File: src/rtl/bsg_fifo_reorder_pkg.sv
`default_nettype none
// ============================================================================
//  Module      : bsg_fifo_reorder_pkg
//  Description : Shared types and width helpers for the reorder-FIFO
//                allocation arbiter.
//                  state_e         - arbiter FSM state encoding
//                  bsg_width       - bits needed to hold the value x
//                  bsg_safe_clog2  - ceil(log2(x)), never less than 1
//  Revision    : 1.0 - initial release
// ============================================================================
package bsg_fifo_reorder_pkg;

    typedef enum logic [0:0] {
        e_arb  = 1'b0,
        e_lock = 1'b1
    } state_e;

    // Number of bits needed to represent the value x itself (0..x).
    function automatic int bsg_width(input int x);
        return $clog2(x + 1);
    endfunction

    // Index width for x items; a single item still gets one bit.
    function automatic int bsg_safe_clog2(input int x);
        return (x <= 1) ? 1 : $clog2(x);
    endfunction

endpackage
`default_nettype wire

File: src/rtl/bsg_fifo_reorder_alloc_rr_pick.sv
`default_nettype none
// ============================================================================
//  Module      : bsg_fifo_reorder_alloc_rr_pick
//  Description : Combinational round-robin pick. Masks the eligibility vector
//                with the lock mask, then selects the first set candidate
//                scanning i_rr_ptr, i_rr_ptr+1, ... modulo reqs_p.
//  Ports       : i_elig       - per-requester eligibility
//                i_rr_ptr     - round-robin head index
//                i_lock_mask  - candidates allowed this cycle
//                o_grant_oh   - one-hot grant (all zero if none)
//                o_grant_idx  - index of the granted requester
//                o_grant_v    - a grant was made
//  Revision    : 1.0 - initial release
// ============================================================================
module bsg_fifo_reorder_alloc_rr_pick
    import bsg_fifo_reorder_pkg::*;
#(
    parameter int reqs_p = 4,
    localparam int c_LG_REQS = bsg_safe_clog2(reqs_p)
) (
    input  logic [reqs_p-1:0]    i_elig,
    input  logic [c_LG_REQS-1:0] i_rr_ptr,
    input  logic [reqs_p-1:0]    i_lock_mask,
    output logic [reqs_p-1:0]    o_grant_oh,
    output logic [c_LG_REQS-1:0] o_grant_idx,
    output logic                 o_grant_v
);

    logic [reqs_p-1:0]    w_cand;
    int                   w_scan;
    logic [c_LG_REQS-1:0] w_idx;

    always_comb begin
        w_cand      = i_elig & i_lock_mask;
        o_grant_oh  = '0;
        o_grant_idx = '0;
        o_grant_v   = 1'b0;
        w_scan      = 0;
        w_idx       = '0;
        for (int off = 0; off < reqs_p; off++) begin
            // Explicit wrap so non-power-of-two requester counts rotate correctly.
            w_scan = int'(i_rr_ptr) + off;
            if (w_scan >= reqs_p) begin
                w_scan = w_scan - reqs_p;
            end
            w_idx = c_LG_REQS'(w_scan);
            if (!o_grant_v && w_cand[w_idx]) begin
                o_grant_v          = 1'b1;
                o_grant_idx        = w_idx;
                o_grant_oh[w_idx]  = 1'b1;
            end
        end
    end

endmodule
`default_nettype wire

File: src/rtl/bsg_fifo_reorder_alloc_arbiter.sv
`default_nettype none
// ============================================================================
//  Module      : bsg_fifo_reorder_alloc_arbiter
//  Description : Shares the variable-allocation port of a reorder FIFO among
//                reqs_p requesters. One grant per cycle, round-robin, with a
//                starvation lock that reserves the port for a head requester
//                that has been blocked by lack of space for too long.
//  Ports       : clk_i, reset_i              - clock, sync active-high reset
//                req_v_i / req_amount_i      - per-requester request + size
//                req_yumi_o                  - one-hot grant
//                grant_id_o                  - base slot id (= fifo_alloc_id_i)
//                fifo_alloc_v_count_i        - free entries in the FIFO
//                fifo_alloc_id_i             - FIFO write-pointer base id
//                fifo_alloc_yumi_variable_o  - amount allocated this cycle
//                locked_o                    - starvation lock active
//  Option      : BSG_FIFO_REORDER_ALLOC_ARBITER_STATS_EN adds saturating
//                stat_grants_o, stat_slots_o and stat_locks_o counters.
//  Revision    : 1.0 - initial release
// ============================================================================
module bsg_fifo_reorder_alloc_arbiter
    import bsg_fifo_reorder_pkg::*;
#(
    parameter int reqs_p         = 4,
    parameter int els_p          = 16,
    parameter int starve_limit_p = 8,
    localparam int c_CNT_W   = bsg_width(els_p),
    localparam int c_LG_ELS  = bsg_safe_clog2(els_p),
    localparam int c_LG_REQS = bsg_safe_clog2(reqs_p)
) (
    input  logic                       clk_i,
    input  logic                       reset_i,
    input  logic [reqs_p-1:0]          req_v_i,
    input  logic [reqs_p*c_CNT_W-1:0]  req_amount_i,
    output logic [reqs_p-1:0]          req_yumi_o,
    output logic [c_LG_ELS-1:0]        grant_id_o,
    input  logic [c_CNT_W-1:0]         fifo_alloc_v_count_i,
    input  logic [c_LG_ELS-1:0]        fifo_alloc_id_i,
    output logic [c_CNT_W-1:0]         fifo_alloc_yumi_variable_o,
    output logic                       locked_o
`ifdef BSG_FIFO_REORDER_ALLOC_ARBITER_STATS_EN
    ,
    output logic [31:0]                stat_grants_o,
    output logic [31:0]                stat_slots_o,
    output logic [15:0]                stat_locks_o
`endif
);

    localparam int                    c_STARVE_W     = bsg_width(starve_limit_p);
    localparam logic [c_STARVE_W-1:0] c_STARVE_LIMIT = c_STARVE_W'(starve_limit_p);
    localparam logic [c_LG_REQS-1:0]  c_LAST_REQ     = c_LG_REQS'(reqs_p - 1);

    state_e                state_r,      w_state_n;
    logic [c_LG_REQS-1:0]  rr_ptr_r,     w_rr_ptr_n;
    logic [c_LG_REQS-1:0]  lock_id_r,    w_lock_id_n;
    logic [c_STARVE_W-1:0] starve_cnt_r, w_starve_cnt_n;

    logic [c_CNT_W-1:0]    w_amount [reqs_p];
    logic [reqs_p-1:0]     w_elig;
    logic [reqs_p-1:0]     w_lock_mask;
    logic [reqs_p-1:0]     w_grant_oh;
    logic [c_LG_REQS-1:0]  w_grant_idx;
    logic                  w_grant_v;
    logic [c_LG_REQS-1:0]  w_grant_next;
    logic                  w_head_v;
    logic                  w_head_elig;
    logic                  w_head_granted;

    // ------------------------------------------------------------------
    // Eligibility: request fits in the currently reported free space.
    // ------------------------------------------------------------------
    always_comb begin
        for (int i = 0; i < reqs_p; i++) begin
            w_amount[i] = req_amount_i[i*c_CNT_W +: c_CNT_W];
            w_elig[i]   = req_v_i[i] && (w_amount[i] <= fifo_alloc_v_count_i);
        end
    end

    // While locked, only the latched owner may win.
    always_comb begin
        w_lock_mask = '1;
        if (state_r == e_lock) begin
            w_lock_mask            = '0;
            w_lock_mask[lock_id_r] = 1'b1;
        end
    end

    bsg_fifo_reorder_alloc_rr_pick #(
        .reqs_p (reqs_p)
    ) u_rr_pick (
        .i_elig      (w_elig),
        .i_rr_ptr    (rr_ptr_r),
        .i_lock_mask (w_lock_mask),
        .o_grant_oh  (w_grant_oh),
        .o_grant_idx (w_grant_idx),
        .o_grant_v   (w_grant_v)
    );

    // ------------------------------------------------------------------
    // Outputs: forced quiet while reset is held.
    // ------------------------------------------------------------------
    always_comb begin
        req_yumi_o                 = '0;
        fifo_alloc_yumi_variable_o = '0;
        locked_o                   = 1'b0;
        grant_id_o                 = fifo_alloc_id_i;
        if (!reset_i) begin
            req_yumi_o = w_grant_oh;
            locked_o   = (state_r == e_lock);
            if (w_grant_v) begin
                fifo_alloc_yumi_variable_o = w_amount[w_grant_idx];
            end
        end
    end

    // ------------------------------------------------------------------
    // FSM, round-robin pointer and starvation counter.
    // ------------------------------------------------------------------
    assign w_grant_next   = (w_grant_idx == c_LAST_REQ) ? '0 : (w_grant_idx + c_LG_REQS'(1));
    assign w_head_v       = req_v_i[rr_ptr_r];
    assign w_head_elig    = w_elig[rr_ptr_r];
    assign w_head_granted = w_grant_v && (w_grant_idx == rr_ptr_r);

    always_comb begin
        w_state_n      = state_r;
        w_rr_ptr_n     = rr_ptr_r;
        w_lock_id_n    = lock_id_r;
        w_starve_cnt_n = starve_cnt_r;
        case (state_r)
            e_arb: begin
                if (w_grant_v) begin
                    w_rr_ptr_n = w_grant_next;
                end
                if (!w_head_v || w_head_granted) begin
                    w_starve_cnt_n = '0;
                end else if (!w_head_elig && (starve_cnt_r != '1)) begin
                    w_starve_cnt_n = starve_cnt_r + c_STARVE_W'(1);
                end
                // Owner is the head that starved, not wherever rr_ptr moves to.
                if (w_starve_cnt_n >= c_STARVE_LIMIT) begin
                    w_state_n   = e_lock;
                    w_lock_id_n = rr_ptr_r;
                end
            end
            e_lock: begin
                // Only lock_id_r can be granted here, so w_grant_next = lock_id_r+1.
                if (w_grant_v) begin
                    w_state_n      = e_arb;
                    w_rr_ptr_n     = w_grant_next;
                    w_starve_cnt_n = '0;
                end
            end
            default: begin
                w_state_n = e_arb;
            end
        endcase
    end

    always_ff @(posedge clk_i) begin
        if (reset_i) begin
            state_r      <= e_arb;
            rr_ptr_r     <= '0;
            lock_id_r    <= '0;
            starve_cnt_r <= '0;
        end else begin
            state_r      <= w_state_n;
            rr_ptr_r     <= w_rr_ptr_n;
            lock_id_r    <= w_lock_id_n;
            starve_cnt_r <= w_starve_cnt_n;
        end
    end

`ifdef BSG_FIFO_REORDER_ALLOC_ARBITER_STATS_EN
    // ------------------------------------------------------------------
    // Saturating statistics counters.
    // ------------------------------------------------------------------
    logic [31:0] r_stat_grants;
    logic [31:0] r_stat_slots;
    logic [15:0] r_stat_locks;
    logic [32:0] w_slots_sum;

    assign w_slots_sum = {1'b0, r_stat_slots} + 33'(fifo_alloc_yumi_variable_o);

    always_ff @(posedge clk_i) begin
        if (reset_i) begin
            r_stat_grants <= '0;
            r_stat_slots  <= '0;
            r_stat_locks  <= '0;
        end else begin
            if (w_grant_v && (r_stat_grants != '1)) begin
                r_stat_grants <= r_stat_grants + 32'd1;
            end
            if (w_grant_v) begin
                r_stat_slots <= w_slots_sum[32] ? '1 : w_slots_sum[31:0];
            end
            if ((state_r == e_arb) && (w_state_n == e_lock) && (r_stat_locks != '1)) begin
                r_stat_locks <= r_stat_locks + 16'd1;
            end
        end
    end

    assign stat_grants_o = r_stat_grants;
    assign stat_slots_o  = r_stat_slots;
    assign stat_locks_o  = r_stat_locks;
`endif

`ifndef SYNTHESIS
    // ------------------------------------------------------------------
    // Protocol checks on the requester side.
    // ------------------------------------------------------------------
    for (genvar gi = 0; gi < reqs_p; gi++) begin : g_req_assert
        a_hold_v : assert property (@(posedge clk_i) disable iff (reset_i)
            (req_v_i[gi] && !req_yumi_o[gi]) |=> req_v_i[gi]);
        a_hold_amount : assert property (@(posedge clk_i) disable iff (reset_i)
            (req_v_i[gi] && !req_yumi_o[gi]) |=> $stable(req_amount_i[gi*c_CNT_W +: c_CNT_W]));
        a_amount_range : assert property (@(posedge clk_i) disable iff (reset_i)
            req_v_i[gi] |-> (req_amount_i[gi*c_CNT_W +: c_CNT_W] <= c_CNT_W'(els_p)));
    end
`endif

endmodule
`default_nettype wire

File: config.mk
export PLATFORM = sky130hd
export DESIGN_NAME = bsg_fifo_reorder_alloc_arbiter
export DESIGN_NICKNAME = d
export VERILOG_FILES = /design/src/rtl/bsg_fifo_reorder_pkg.sv /design/src/rtl/bsg_fifo_reorder_alloc_rr_pick.sv /design/src/rtl/bsg_fifo_reorder_alloc_arbiter.sv
export SDC_FILE = /design/constraint.sdc
export NUM_CORES = 1
export LEC_CHECK = 0
export ABC_AREA = 1
export BUFFER_PORTS_ARGS = -buffer_cell sky130_fd_sc_hd__buf_2
export CAP_MARGIN = 20
export CORE_MARGIN = 4
export CORE_UTILIZATION = 46
export CTS_BUF_LIST = sky130_fd_sc_hd__clkbuf_2
export CTS_CLUSTER_SIZE = 12
export DETAILED_ROUTE_END_ITERATION = 10
export PLACE_DENSITY = 0.7
export SYNTH_ARGS = -nofsm -noshare
export SYNTH_HDL_FRONTEND = slang
export SYNTH_SLANG_ARGS = --single-unit
File: constraint.sdc
create_clock -name clk_i -period 3 [get_ports clk_i]
set_input_delay 0.15 -clock clk_i [delete_from_list [all_inputs] [get_ports clk_i]]
set_output_delay 0.15 -clock clk_i [all_outputs]
set_load 0.05 [all_outputs]
==> flow_metrics.tcl, run 1 <==
set metrics [dict create \
    status "complete, no violations" \
    holdPathEnd "state_r" \
    drt_iter0_drc 124 \
    power_switching_w 0.00119 \
    ant_nets 0 \
    gp_congestion 0.880 \
    route.detailed.wl_per_inst_um 12.0 \
    syn_nets 371 \
    rrSetupSlack_ns 0.82 \
    multi_input_area_um2 1470 \
    grt_use_total_pct 18.3 \
    fin_cells 393 \
    antennaDiodeCount 0 \
    die_h_um 72.6 \
    yosys_warnings 0 \
    worst-r2r-cell-count 12 \
    via_per_inst 5.22 \
    antenna_found_initial 0 \
    min_path_cells 2 \
    synth_area_leaders "ha_1 (19%), nand2_1 (16%), nand3_1 (11%)" \
    grt_overflow 0 \
    slowest_delay_ns 0.53 \
    syn_area_per_cell_um2 6.24 \
    leakagePower_nw 1.16 \
    post_cts_buffers 0 \
    layout-drive-gt1-share_pct 23.3 \
    dp_cells 389 \
    hold_violations 0 \
    min_from "reset_i" \
    syn_inst 307 \
    path_common_cell "nor2_4" \
    synth_enable_flop_cells 0 \
    synth.cell_area_um2 1920 \
    r2r_end "rr_ptr_r[1]" \
    fillers 410 \
    fin_nets 408 \
    cp.arrival_ns 2.59 \
    crit_fanout 11 \
    drv_cap 0 \
    clk_latency_ns 0.25 \
    crit_type "reg -> out" \
    synth_most_common_cell "nand2_1" \
    cp-start-kind "flop" \
    fin_setup_tns_ns 0 \
    p_seq_share_pct 8.4 \
    intPower_w 0.000654 \
    cp.required_ns 2.85 \
    synth.distinct_cells 35 \
    use_met2_pct 30.9 \
    ys_seq_elements 9 \
    row_count 23 \
    irDropWorstVdd_v 0.000431 \
    max_slew_margin_pct 58.3 \
    synth-async-reset-ratio_pct 0 \
    initial_core_util_pct 47.6 \
    power_frac_clock_pct 4.0 \
    slowest_stage "dfxtp_1" \
    clk_path_buf_depth 2 \
    syn_to_final_growth_pct 12.3 \
    tightest_slew_ns 0.619 \
    slew_violations 0 \
    use_met3_pct 2.63 \
    die_w_um 72.6 \
    hold_class "in -> reg" \
    yosysTopAreaCell "ha_1" \
    route.detailed.drc 0 \
    dp_hpwl_um 3910 \
    synthTopCellsByCount "nand2_1 (81), inv_1 (46), nand3_1 (41)" \
    placed_area_um2 2120 \
    core_um2 4030 \
    crit_path_cell_trace "o21ai_0 > nand4_1 > nand3_2 > nand2_4 > nand3_4 > nor2_4 > nor2_1 > nor2_4 > nand3_1 > a21oi_1 > clkbuf_4" \
    seqCellArea_um2 180 \
    drt_pass1_iterations 4 \
    end_kind "output port" \
    clock_sinks 9 \
    r2r_start "lock_id_r[0]" \
    comb_power_share_pct 87.6 \
    netSwitchingFraction_pct 64.5 \
    power_density_nw_per_um2 857 \
    cts-htree-levels 1 \
    postCtsHoldBufs 0 \
    cts.reportedPaths.clkPinSlew_ns 0.10 \
    ys.flop_type "dfxtp_1" \
    finalWirelength_um 4710 \
    use_met1_pct 25.0 \
    period_needed_ns 2.74 \
    max_freq_ghz 0.365 \
    first_global_vias 1847 \
    fin_area_um2 2150 \
    rsz0062_at_grt "no" \
    dr_total_vias 2050 \
    fin_hold_ws_ns 0.235 \
    setup_violations 0 \
    dieArea_um2 5260 \
    finClkSkew_ns 0.00915 \
    cts_tree "yes" \
    grt_most_used_layer "met2" \
    synth_top_area_share_pct 18.9 \
    port_buffers 40 \
    grt_pass1_wl_um 7990 \
    grt_start_max_net_pins 17 \
    cts_root_buf "clkbuf_2" \
    cts_buffers 3 \
    ys_seq_area_share_pct 9.40 \
    period_share_pct 91.3 \
    io_pins 49 \
]
-- stage by stage --
| stage | setup WS [ns] | power, W | utilization [%] |
|---|---|---|---|
| floorplan | 0.0617 | 0.00150 | - |
| global placement | 0.225 | 0.00173 | 52.6 |
| detailed placement | 0.200 | 0.00174 | 52.6 |
| CTS | 0.193 | 0.00182 | 53.1 |
| global route | 0.000982 | 0.00200 | 53.4 |
| finish | 0.260 | 0.00184 | 53.4 |
-- cell usage in the layout, fill, tap and decap left out, types with 2 or more instances in the layout --
master,synthesis,layout
nor2_1,4,4
nand3_1,41,41
inv_1,46,46
nor2_2,5,5
o21ai_1,2,2
buf_4,4,5
nor2_4,2,2
nand2_4,1,2
clkbuf_4,0,3
o21ai_0,6,6
nand4_1,9,9
ha_1,29,29
buf_2,5,37
nand2_2,9,8
a21oi_1,22,22
a41oi_1,4,4
nand3b_1,4,4
clkbuf_2,0,3
nand2_1,81,81
dfxtp_1,9,9
nand3_2,7,7
-- worst max path at each step --
stage / startpoint / end / slack [ns] / cells after the start
2_1_floorplan: rr_ptr_r[1] / fifo_alloc_yumi_variable_o[0] / 0.06 / 12
3_3_place_gp: fifo_alloc_v_count_i[4] / fifo_alloc_yumi_variable_o[0] / 0.23 / 19
3_5_place_dp: fifo_alloc_v_count_i[4] / fifo_alloc_yumi_variable_o[0] / 0.20 / 19
4_1_cts: fifo_alloc_v_count_i[4] / fifo_alloc_yumi_variable_o[0] / 0.19 / 19
5_1_grt: fifo_alloc_v_count_i[4] / fifo_alloc_yumi_variable_o[3] / 0.001 / 19
6_report: state_r / fifo_alloc_yumi_variable_o[4] / 0.26 / 11
-- logic make-up (layout without fill, tap and decap cells) --
| logic type | after synthesis | in the layout | synth area share [%] |
|---|---|---|---|
| buffers and inverters | 61 | 97 | 14.4 |
| and+or+nand+nor | 167 | 167 | 44.6 |
| adders and majority gates | 29 | 29 | 18.9 |
| AOI/OAI and AO/OA | 40 | 40 | 12.2 |
| xor gates and xnor gates | 1 | 1 | 0.457 |
| DFF | 9 | 9 | 9.40 |
-- cell type report --
type	count	area share (%)
clock buffer	3	0.697
multi-input combinational	237	68.0
sequential	9	8.37
clock inverter	1	0.232
timing repair buffer	45	11.4
tap	50	2.91
inverter	48	8.37
-- what timing repair did --
item                       in CTS  in global routing
setup endpoints to repair       0                  5
resized for setup               0                  4
hold endpoints to repair        0                  0
-- sequential cells by signal, summed over array words and instances (netlist names) --
signal and cells:
state_r 1, lock_id_r 2, starve_cnt_r 4, rr_ptr_r 2
-- critical path, delay by kind of cell, from the launching register on --
family,cells,cell delay (ns)
AOI/OAI and AO/OA,2,0.40
buffers and inverters,1,0.27
DFF,1,0.53
and+or+nand+nor,8,1.16
-- power by group through the flow --
| stage | combinational [W] | clock (W) | sequential, W |
|---|---|---|---|
| 6_report | 0.00162 | 0.0000740 | 0.000156 |
| 5_1_grt | 0.00176 | 0.0000828 | 0.000158 |
| 4_1_cts | 0.00158 | 0.0000801 | 0.000155 |
| 3_5_place_dp | 0.00158 | 0 | 0.000158 |
| 3_3_place_gp | 0.00158 | 0 | 0.000157 |
| 2_1_floorplan | 0.00133 | 0 | 0.000165 |
-- per-layer routing --
| metal | vias to the layer above | routed length, µm |
|---|---|---|
| met4 | 0 | 41 |
| met5 | - | 0 |
| li1 | 1085 | - |
| met3 | 6 | 173 |
| met1 | 917 | 2310 |
| met2 | 42 | 2180 |
(Power assumes the default switching activity.)
==> inputs of run 2 (changes only) <==
--- a/config.mk
+++ b/config.mk
@@ -9,11 +9,11 @@
 export BUFFER_PORTS_ARGS = -buffer_cell sky130_fd_sc_hd__buf_2
 export CAP_MARGIN = 20
 export CORE_MARGIN = 4
-export CORE_UTILIZATION = 46
+export CORE_UTILIZATION = 55
 export CTS_BUF_LIST = sky130_fd_sc_hd__clkbuf_2
 export CTS_CLUSTER_SIZE = 12
 export DETAILED_ROUTE_END_ITERATION = 10
-export PLACE_DENSITY = 0.7
+export PLACE_DENSITY = 0.81
 export SYNTH_ARGS = -nofsm -noshare
 export SYNTH_HDL_FRONTEND = slang
 export SYNTH_SLANG_ARGS = --single-unit
==> run 2 against run 1 <==
Compared with the run above:
- largest cell class unchanged
- final cell count shrank 1.0%
- via count grew 0.44%
- combinational power is essentially flat
- fmax grew 0.75%
- largest power group unchanged
- setup slack gained 0.020 ns
- highest routed layer unchanged
- worst hold slack gained 0.016 ns
==> flow_metrics.tcl, run 2 (same netlist as run 1, synthesis figures left out) <==
set metrics [dict create \
    status "complete, no violations" \
    antennaDiodeCount 0 \
    hold_violations 0 \
    cts_root_buf "clkbuf_2" \
    max_freq_ghz 0.368 \
    finalWirelength_um 4580 \
    tightest_slew_ns 0.575 \
    ant_nets 0 \
    antenna_found_initial 0 \
    crit_start "state_r" \
    initial_core_util_pct 57.0 \
    end_kind "output port" \
    max_slew_margin_pct 61.3 \
    crit_fanout 11 \
    core_um2 3360 \
    fin_hold_ws_ns 0.251 \
    crit_type "reg -> out" \
    dieArea_um2 4490 \
    clk_path_buf_depth 2 \
    cp.arrival_ns 2.57 \
    power_density_nw_per_um2 858 \
    timing.final.ws_setup_ns 0.281 \
    worst-r2r-cell-count 11 \
    via_per_inst 5.29 \
    dr_total_vias 2059 \
    period_needed_ns 2.72 \
    syn_to_final_growth_pct 12.1 \
    gp_congestion 0.927 \
    worstSetupEndpoint "fifo_alloc_yumi_variable_o[0]" \
    fin_nets 408 \
    cp-start-kind "flop" \
    io_pins 49 \
    first_global_vias 2012 \
    grt_pass1_wl_um 8280 \
    die_h_um 67.0 \
    cts_buffers 3 \
    period_share_pct 90.6 \
    mostFrequentLayoutCell "nand2_1" \
    rsz0062_at_grt "no" \
    drt_pass1_iterations 4 \
    grt_use_total_pct 23.0 \
    r2r_end "rr_ptr_r[1]" \
    largest_register_ffs 4 \
    fillers 350 \
    final_cell_mix "nand2_1 (81), inv_1 (46), nand3_1 (41)" \
    clk_latency_ns 0.24 \
    cts.reportedPaths.clkPinSlew_ns 0.09 \
    grt_start_max_net_pins 17 \
    setup_violations 0 \
    route.detailed.drc 0 \
    finClkSkew_ns 0.00260 \
    dp_cells 385 \
    cp.required_ns 2.85 \
    post_cts_buffers 0 \
    hold_class "in -> reg" \
    layout-drive-gt1-share_pct 23.3 \
    port_buffers 40 \
    route.detailed.wl_per_inst_um 11.8 \
    die_w_um 67.0 \
    leakagePower_nw 1.16 \
    reg_top3 "starve_cnt_r: 4 flops, lock_id_r: 2 flops, rr_ptr_r: 2 flops" \
    clock_sinks 9 \
    rrSetupSlack_ns 0.87 \
    total_power_w 0.00184 \
    r2r_start "state_r" \
    dp_hpwl_um 3860 \
    drv_cap 0 \
    cts-htree-levels 1 \
    slew_violations 0 \
    min_path_cells 2 \
    grt_overflow 0 \
    irDropWorstVdd_v 0.000342 \
    cts_tree "yes" \
    fin_setup_tns_ns 0 \
    max_flop_register "starve_cnt_r" \
    row_count 21 \
    drt_iter0_drc 133 \
    dpl_worst_slack_ns 0.199 \
    fin_cells 389 \
]
run 2: cell count changes in the layout (fill, tap and decap cells not counted), sizes merged:
cell | previous run | this run
clkbuf | 6 | 4
buf | 42 | 44
run 2: how the worst min path moves through the flow:
stage | from | endpoint | slack [ns]
floorplan | reset_i | rr_ptr_r[0] | 0.23
global placement | fifo_alloc_id_i[0] | grant_id_o[0] | 0.30
detailed placement | fifo_alloc_id_i[0] | grant_id_o[0] | 0.30
CTS | reset_i | starve_cnt_r[1] | 0.23
global route | reset_i | starve_cnt_r[0] | 0.24
finish | reset_i | starve_cnt_r[1] | 0.25
run 2: timing repair:
action | 4_1_cts | 5_1_grt
setup endpoints to repair | 0 | 5
resized for setup | 0 | 3
hold buffers | 0 | 0
run 2: area by class of cell:
type                            count  area, µm²  area share [%]
Clock buffer                        3       15.0           0.699
Clock inverter                      1       5.00           0.233
Inverter                           48        180            8.39
Multi-Input combinational cell    237       1470            68.4
Sequential cell                     9        180            8.39
Tap cell                           46       57.6            2.68
Timing Repair Buffer               45        240            11.2
run 2: critical path: stages, from the launching register on:
cell	delay, ns
dfxtp_1	0.54
o21ai_0	0.23
nand4_1	0.20
nand3_2	0.12
nand2_4	0.16
nand3_4	0.12
nor2_4	0.18
nor2_1	0.10
nor2_4	0.15
nand3_1	0.09
a21oi_1	0.17
clkbuf_4	0.26
run 2: per-stage QoR:
step	utilization, %	cell area (µm²)
after global placement	62.9	2120
after CTS	63.5	2140
after detailed placement	62.9	2120
after floorplan	-	1920
after global routing	63.9	2150
final	63.9	2150
run 2: routing by layer:
| metal | GRT usage, % | wire, µm | vias to the layer above |
|---|---|---|---|
| li1 | - | - | 1087 |
| met1 | 30.8 | 2160 | 927 |
| met2 | 39.6 | 2190 | 43 |
| met3 | 2.53 | 215 | 2 |
| met4 | 3.54 | 11 | 0 |
| met5 | 0 | 0 | - |
run 2: where the power goes:
part           leakage (nW)  internal, W  switching, W
Combinational          1.07     0.000479       0.00114
Sequential           0.0733     0.000140     0.0000152
Clock                0.0164    0.0000302     0.0000426
